### config.mk
export PLATFORM = sky130hd
export DESIGN_NAME = id_stage_top
export DESIGN_NICKNAME = d
export VERILOG_FILES = /design/src/rtl/riscv_pkg.sv /design/src/rtl/id_stage_top_regfile.sv /design/src/rtl/id_stage_top.sv
export SDC_FILE = /design/constraint.sdc
export NUM_CORES = 2
export LEC_CHECK = 0
export CORE_AREA = 2 2 425 533
export CTS_BUF_LIST = sky130_fd_sc_hd__clkbuf_2 sky130_fd_sc_hd__clkbuf_4 sky130_fd_sc_hd__clkbuf_8
export DETAILED_ROUTE_END_ITERATION = 6
export DIE_AREA = 0 0 427 535
export SKIP_CTS_REPAIR_TIMING = 1
export SYNTH_ARGS = -nofsm -noshare
export SYNTH_HDL_FRONTEND = slang
export SYNTH_SLANG_ARGS = --single-unit
### constraint.sdc
create_clock -name clk -period 3.49 [get_ports clk]
set_input_delay 0.698 -clock clk [delete_from_list [all_inputs] [get_ports clk]]
set_output_delay 0.698 -clock clk [all_outputs]
set_load 0.05 [all_outputs]
### src/rtl/riscv_pkg.sv
// Shared RV32I decode constants, control bundle and immediate-format tags.
// Latency: n/a (types and constants only).
// Backpressure: n/a.
package riscv_pkg;

    localparam int XLEN  = 32;
    localparam int NREGS = 32;

    // Major opcodes (instr[6:0])
    localparam logic [6:0] OP_R      = 7'b0110011;
    localparam logic [6:0] OP_IMM    = 7'b0010011;
    localparam logic [6:0] OP_LOAD   = 7'b0000011;
    localparam logic [6:0] OP_STORE  = 7'b0100011;
    localparam logic [6:0] OP_BRANCH = 7'b1100011;
    localparam logic [6:0] OP_JAL    = 7'b1101111;
    localparam logic [6:0] OP_JALR   = 7'b1100111;
    localparam logic [6:0] OP_LUI    = 7'b0110111;
    localparam logic [6:0] OP_AUIPC  = 7'b0010111;

    // ALU control classes handed to EX
    localparam logic [1:0] ALUOP_ADD = 2'b00;
    localparam logic [1:0] ALUOP_BR  = 2'b01;
    localparam logic [1:0] ALUOP_R   = 2'b10;
    localparam logic [1:0] ALUOP_I   = 2'b11;

    // Main control bundle produced by the decoder
    typedef struct packed {
        logic       reg_write;
        logic       mem_read;
        logic       mem_write;
        logic       mem_to_reg;
        logic       alu_src;
        logic       branch;
        logic [1:0] alu_op;
    } ctrl_t;

    // Which bit-scatter the immediate generator applies
    typedef enum logic [2:0] {
        IMM_NONE = 3'd0,
        IMM_I    = 3'd1,
        IMM_S    = 3'd2,
        IMM_B    = 3'd3,
        IMM_U    = 3'd4,
        IMM_J    = 3'd5
    } imm_fmt_t;

    // Maps an opcode to its immediate layout; unknown opcodes carry no immediate.
    function automatic imm_fmt_t imm_fmt_of(input logic [6:0] opcode);
        imm_fmt_t fmt;
        fmt = IMM_NONE;
        case (opcode)
            OP_IMM, OP_LOAD, OP_JALR: fmt = IMM_I;
            OP_STORE:                 fmt = IMM_S;
            OP_BRANCH:                fmt = IMM_B;
            OP_LUI, OP_AUIPC:         fmt = IMM_U;
            OP_JAL:                   fmt = IMM_J;
            default:                  fmt = IMM_NONE;
        endcase
        return fmt;
    endfunction

endpackage

### src/rtl/id_stage_top_regfile.sv
// 32x32 integer register file: two combinational read ports, one WB write port.
// Latency: reads 0 cycles; same-cycle WB data is bypassed to the read ports.
// Backpressure: none; write is accepted every cycle it is enabled.
module id_stage_top_regfile
    import riscv_pkg::*;
(
    input  logic                clk,
    input  logic                reset,
    input  logic [4:0]          rs1_addr,
    input  logic [4:0]          rs2_addr,
    output logic [XLEN-1:0]     rs1_data,
    output logic [XLEN-1:0]     rs2_data,
    input  logic                wr_en,
    input  logic [4:0]          wr_addr,
    input  logic [XLEN-1:0]     wr_data
);

    logic [NREGS-1:0][XLEN-1:0] mem_q;
    logic [NREGS-1:0][XLEN-1:0] mem_d;
    logic                       wr_ok;

    // A write is live only outside reset and never targets x0; the same
    // qualifier gates the bypass so a held reset shows the cleared contents.
    assign wr_ok = reset && wr_en && (wr_addr != 5'd0);

    // Next-state of the storage: one entry replaced by WB data.
    always_comb begin
        mem_d = mem_q;
        if (wr_ok) begin
            mem_d[wr_addr] = wr_data;
        end
    end

    // Storage update; reset clears every entry on each edge it is held low.
    always_ff @(posedge clk) begin
        if (!reset) begin
            mem_q <= '0;
        end else begin
            mem_q <= mem_d;
        end
    end

    // rs1 read port: x0 hardwired, then write-through bypass, then storage.
    always_comb begin
        rs1_data = mem_q[rs1_addr];
        if (rs1_addr == 5'd0) begin
            rs1_data = '0;
        end else if (wr_ok && (wr_addr == rs1_addr)) begin
            rs1_data = wr_data;
        end
    end

    // rs2 read port: same priority as rs1, evaluated independently.
    always_comb begin
        rs2_data = mem_q[rs2_addr];
        if (rs2_addr == 5'd0) begin
            rs2_data = '0;
        end else if (wr_ok && (wr_addr == rs2_addr)) begin
            rs2_data = wr_data;
        end
    end

endmodule

### src/rtl/id_stage_top.sv
// RV32I decode stage: register read, immediate generation and main control.
// Latency: fully combinational from instr and register-file state.
// Backpressure: none; the pipeline registers around it own stalling.
module id_stage_top
    import riscv_pkg::*;
(
    input  logic        clk,
    input  logic        reset,
    input  logic [31:0] instr,
    input  logic [31:0] pc_plus4,
    input  logic        wb_reg_write,
    input  logic [4:0]  wb_rd,
    input  logic [31:0] wb_data,
    output logic [31:0] rs1_data,
    output logic [31:0] rs2_data,
    output logic [31:0] imm,
    output logic [4:0]  rd,
    output logic [2:0]  funct3,
    output logic        funct7,
    output logic        reg_write,
    output logic        mem_read,
    output logic        mem_write,
    output logic        mem_to_reg,
    output logic        alu_src,
    output logic        branch,
    output logic [1:0]  alu_op
);

    logic [6:0] opcode;
    ctrl_t      ctrl;
    imm_fmt_t   fmt;
    logic       unused_pc_plus4;

    // PC+4 is carried for a future JAL/JALR link path and has no consumer yet.
    assign unused_pc_plus4 = ^pc_plus4;

    assign opcode = instr[6:0];

    // Main control decode; anything not listed leaves every control low.
    always_comb begin
        ctrl = '0;
        case (opcode)
            OP_R: begin
                ctrl.reg_write = 1'b1;
                ctrl.alu_op    = ALUOP_R;
            end
            OP_IMM: begin
                ctrl.reg_write = 1'b1;
                ctrl.alu_src   = 1'b1;
                ctrl.alu_op    = ALUOP_I;
            end
            OP_LOAD: begin
                ctrl.reg_write  = 1'b1;
                ctrl.mem_read   = 1'b1;
                ctrl.mem_to_reg = 1'b1;
                ctrl.alu_src    = 1'b1;
                ctrl.alu_op     = ALUOP_ADD;
            end
            OP_STORE: begin
                ctrl.mem_write = 1'b1;
                ctrl.alu_src   = 1'b1;
                ctrl.alu_op    = ALUOP_ADD;
            end
            OP_BRANCH: begin
                ctrl.branch = 1'b1;
                ctrl.alu_op = ALUOP_BR;
            end
            default: begin
                ctrl = '0;
            end
        endcase
    end

    assign fmt = imm_fmt_of(opcode);

    // Immediate generation; every layout sign-extends from instr[31].
    always_comb begin
        imm = '0;
        case (fmt)
            IMM_I: imm = {{20{instr[31]}}, instr[31:20]};
            IMM_S: imm = {{20{instr[31]}}, instr[31:25], instr[11:7]};
            IMM_B: imm = {{19{instr[31]}}, instr[31], instr[7],
                          instr[30:25], instr[11:8], 1'b0};
            IMM_U: imm = {instr[31:12], 12'b0};
            IMM_J: imm = {{11{instr[31]}}, instr[31], instr[19:12],
                          instr[20], instr[30:21], 1'b0};
            default: imm = '0;
        endcase
    end

    assign reg_write  = ctrl.reg_write;
    assign mem_read   = ctrl.mem_read;
    assign mem_write  = ctrl.mem_write;
    assign mem_to_reg = ctrl.mem_to_reg;
    assign alu_src    = ctrl.alu_src;
    assign branch     = ctrl.branch;
    assign alu_op     = ctrl.alu_op;

    // Field pass-through regardless of opcode.
    assign rd     = instr[11:7];
    assign funct3 = instr[14:12];
    assign funct7 = instr[30];

    id_stage_top_regfile u_regfile (
        .clk      (clk),
        .reset    (reset),
        .rs1_addr (instr[19:15]),
        .rs2_addr (instr[24:20]),
        .rs1_data (rs1_data),
        .rs2_data (rs2_data),
        .wr_en    (wb_reg_write),
        .wr_addr  (wb_rd),
        .wr_data  (wb_data)
    );

endmodule

==> impl_results.md <==
- Yosys warns: 0
- Fmax: between 0.2 and 0.3 GHz
- Num CTS Buffers: between 150 and 200
- First-pass GRT wire length: 352300 µm
- Root Buffer: clkbuf_8
- Initial DRC Count: ~5900
- First-pass iteration count of the detailed router: 7
- CTS sink cnt: just over 1000
- Hold Crit Class: flop to flop
- Layout Cells excl Fill: between 9000 and 10000
- Post-Syn Area: roughly 0.056 mm²
- Vias: about 52000
- Register bit total from synthesis: slightly above 1000
- TritonCTS clock tree: built
- Failing checks: negative setup slack
- Post-DP HPWL: roughly 160000 µm
- Clock Latency Late Sink: 900 ps
- Hold Violations, Final: 0
- Initial antenna violation count: 18
- Die Y: ~540 µm
- Status: finished, violations left
- Post-synth cell types: 58
- Ys async rst share: 0%
- Worst Tran Pin Value: approximately 1200 ps
- Clock skew: 0 ps
- Wirelength, routed: between 200000 and 250000 µm
- Top delay family on crit path: buffers and inverters
- Vias in the first global route: between 50000 and 60000
- Total grt overflow: 0
- GPL Wtd Cong: between 0.9 and 1
- CP Cell Sequence: buf_16 -> buf_12 -> buf_16 -> buf_4 -> mux4_2 -> mux2i_2 -> o2111ai_2 -> buf_4 -> a32o_2 -> buf_12
- Area Growth Syn to Fin: 27.19%
- Starting Density: 24.94%
- Die W: 427 µm
- Cell Rows: 194
- Crit path DAT: 2890 ps
- Worst Setup Slack, final: -100.4 ps
- Worst IR Drop VDD: roughly 0.25 mV
- Post-route DRC: 0
- Largest regs: u_regfile.mem_q x1024
- Startpoint types: input pin
- R2R Setup Slk: 2750 ps
- Via/cell ratio: about 5.4
- GRT Util Overall: a little over a fifth
- Placed Cells: a little over 9000
- Max-cap violations: 0
- Layout cells sized above 1: 25.63%
- DR WL/cell: 26.22 µm
- R2r startpoint: u_regfile.mem_q[414]
- Post-route ant nets: 0
- Sequential element share of the synthesized area: 36.89%
- Crit path depth: 10
- Worst setup startpoint: instr[20]
- Final period util: 102.9%
- Post-Synth Adder-Cell Area: 0%
- Final setup fails: 26
- H-tree levels: 4
- IO Count: around 220
- Max FFs per register: 1024
- Core area: ~0.22 mm²
- # port buffers: 184
- RSZ-0062 raised after global routing: yes
- Tmin final: approximately 3600 ps
- Crit Path Category: input pin to output pin
- Min Hold Slack: about 460 ps
- Final nets: between 6000 and 7000
- Critical path capture point: rs2_data[6]
- CTS max path bufs: 4
- Slowest stage delay, CP: around 500 ps
- Synthesized area per cell: 9.026 µm²
- Mux share of post-synthesis cell area: between 20% and 30%
- Pwr dens: around 370 mW/mm²
- Slew Limit Fails: 0
- Reg clk slew, reported paths: roughly 60 ps
- Die ar.: 0.2284 mm²
- Max Fanout on Critical Path: 14
- Compound-Gate Fraction of Synth Area: about a fifth
- Post-synthesis net count: roughly 6300
- Top reg by flops: u_regfile.mem_q
- EDFF count, synth: 0
- Slew HR: about 23%
- Critical Path End Type: output pin
- Largest net degree at the start of global routing: between 200 and 300
- Crit path buf inv count: 6
- Leakage: between 20 and 25 nW
- RR Endpoint: u_regfile.mem_q[414]
- Slowest stage cell, crit path: mux4_2
- Synth Area in Simple Gates: 16.34%
- Most used DFF post-synth: dfxtp_1
- Largest family of logic cells by synthesized area: multiplexers
- Synth Area in XOR/XNOR: less than 1%
- Reg2Reg Depth: 2
- Data required time of the worst path: roughly 2800 ps
- Post-Syn Instances: 6157
## through the flow
| step | cell area (µm²) | util (%) | TNS (ps) | setup slack (ps) | total power [W] |
|---|---|---|---|---|---|
| finish | 70680 | 31.72 | -925.5 | -100.4 | 0.02647 |
| global route | 70670 | 31.71 | -1325 | -141.2 | 0.02705 |
| CTS | 68890 | 30.92 | -17740 | -594.3 | 0.02628 |
| detailed placement | 65600 | 29.44 | -17300 | -597.6 | 0.01551 |
| global placement | 65600 | 29.44 | -18800 | -615.5 | 0.01550 |
| floorplan | 55580 | - | 0 | 40.02 | 0.01377 |
## area by class of cell
type                       instances  area, µm²
antenna                            9      22.52
clock buffer                     254       3202
clock inverter                    11      86.33
fill                           22710     152200
inverter                           6      23.77
multi-input combinational       4452      33130
sequential                      1024      20500
tap                             2940       3679
timing repair buffer             834      10030
## power breakdown
part / internal, W / switching [W] / total [W]
combinational: 0.00156 / 0.00221 / 0.00377
clock: 0.00585 / 0.00508 / 0.0109
sequential: 0.0117 / 0.0000346 / 0.0118
## worst min-delay path by stage
stage                     slack, ps               endpoint                  start  cells after the start
after floorplan                 440   u_regfile.mem_q[734]   u_regfile.mem_q[734]                      2
after global placement          450   u_regfile.mem_q[638]   u_regfile.mem_q[638]                      2
after global routing            480  u_regfile.mem_q[1022]  u_regfile.mem_q[1022]                      2
after CTS                       460   u_regfile.mem_q[336]   u_regfile.mem_q[336]                      2
final                           460  u_regfile.mem_q[1022]  u_regfile.mem_q[1022]                      2
after detailed placement        460   u_regfile.mem_q[336]   u_regfile.mem_q[336]                      2
## cells in the mapped netlist, drive strengths merged, types with 5 or more instances
cell     number  area [µm²]
o22ai        44       275.3
or3           5       31.28
a22oi        30       225.2
o221ai       24       210.2
mux2          8       90.09
inv           6       22.52
mux4        407        9166
nor4         33       212.7
a21oi        71       355.3
o2111ai      18       157.7
mux2i       265        2653
a22o          5       43.79
nor2b        39       244.0
o21ai        66       330.3
a21boi      992        7447
nand3         8       40.04
a221oi       51       446.7
buf         248        1540
xor2          6       52.55
dfxtp      1024       20500
nor2         58       217.7
nand2      2083        7819
a32o         63       630.6
nor3          9       45.04
and2         46       287.8
a211oi       58       435.4
a21o         19       142.6
clkbuf      427        1604
## kinds of logic after synthesis
group,Yosys count
muxes,680
xor gates and xnor gates,10
DFF,1024
and+or+nand+nor,2306
buffers and inverters,681
AOI/OAI and AO/OA,1456
## cells in the final DEF, fill, tap and decap left out, types with 24 or more instances in the layout
cell | netlist | routed
mux4_2 | 407 | 407
a22oi_1 | 30 | 30
nand2_2 | 0 | 32
and2_1 | 46 | 42
nor2b_1 | 39 | 33
a211oi_1 | 58 | 35
clkdlybuf4s50_1 | 0 | 62
clkbuf_8 | 0 | 207
buf_12 | 0 | 242
dfxtp_1 | 1024 | 1022
a221oi_1 | 51 | 38
a32o_2 | 0 | 42
o22ai_1 | 44 | 41
a21boi_0 | 825 | 825
a21boi_1 | 167 | 167
clkbuf_4 | 0 | 48
buf_4 | 62 | 465
o221ai_1 | 24 | 24
nor2_4 | 0 | 32
mux2i_1 | 265 | 261
o21ai_1 | 26 | 34
a21oi_1 | 71 | 50
nand2_1 | 2083 | 2051
o21ai_0 | 40 | 30
## metal layers
layer | vias to the layer above | share of wire [%] | wire, µm | track usage [%]
met2 | 3094 | 46 | 115300 | 33.99
met5 | - | 0.011 | 28 | 0
li1 | 22220 | - | - | -
met1 | 25140 | 35 | 88020 | 23.55
met4 | 4 | 9.4 | 23540 | 17.52
met3 | 1081 | 9.2 | 23080 | 4.054
## worst register-to-register path, cell delays in order (launching register included)
cell	delay, ps
dfxtp_1	380
nand2_1	60
a21boi_0	210
(Power assumes the default switching activity.)
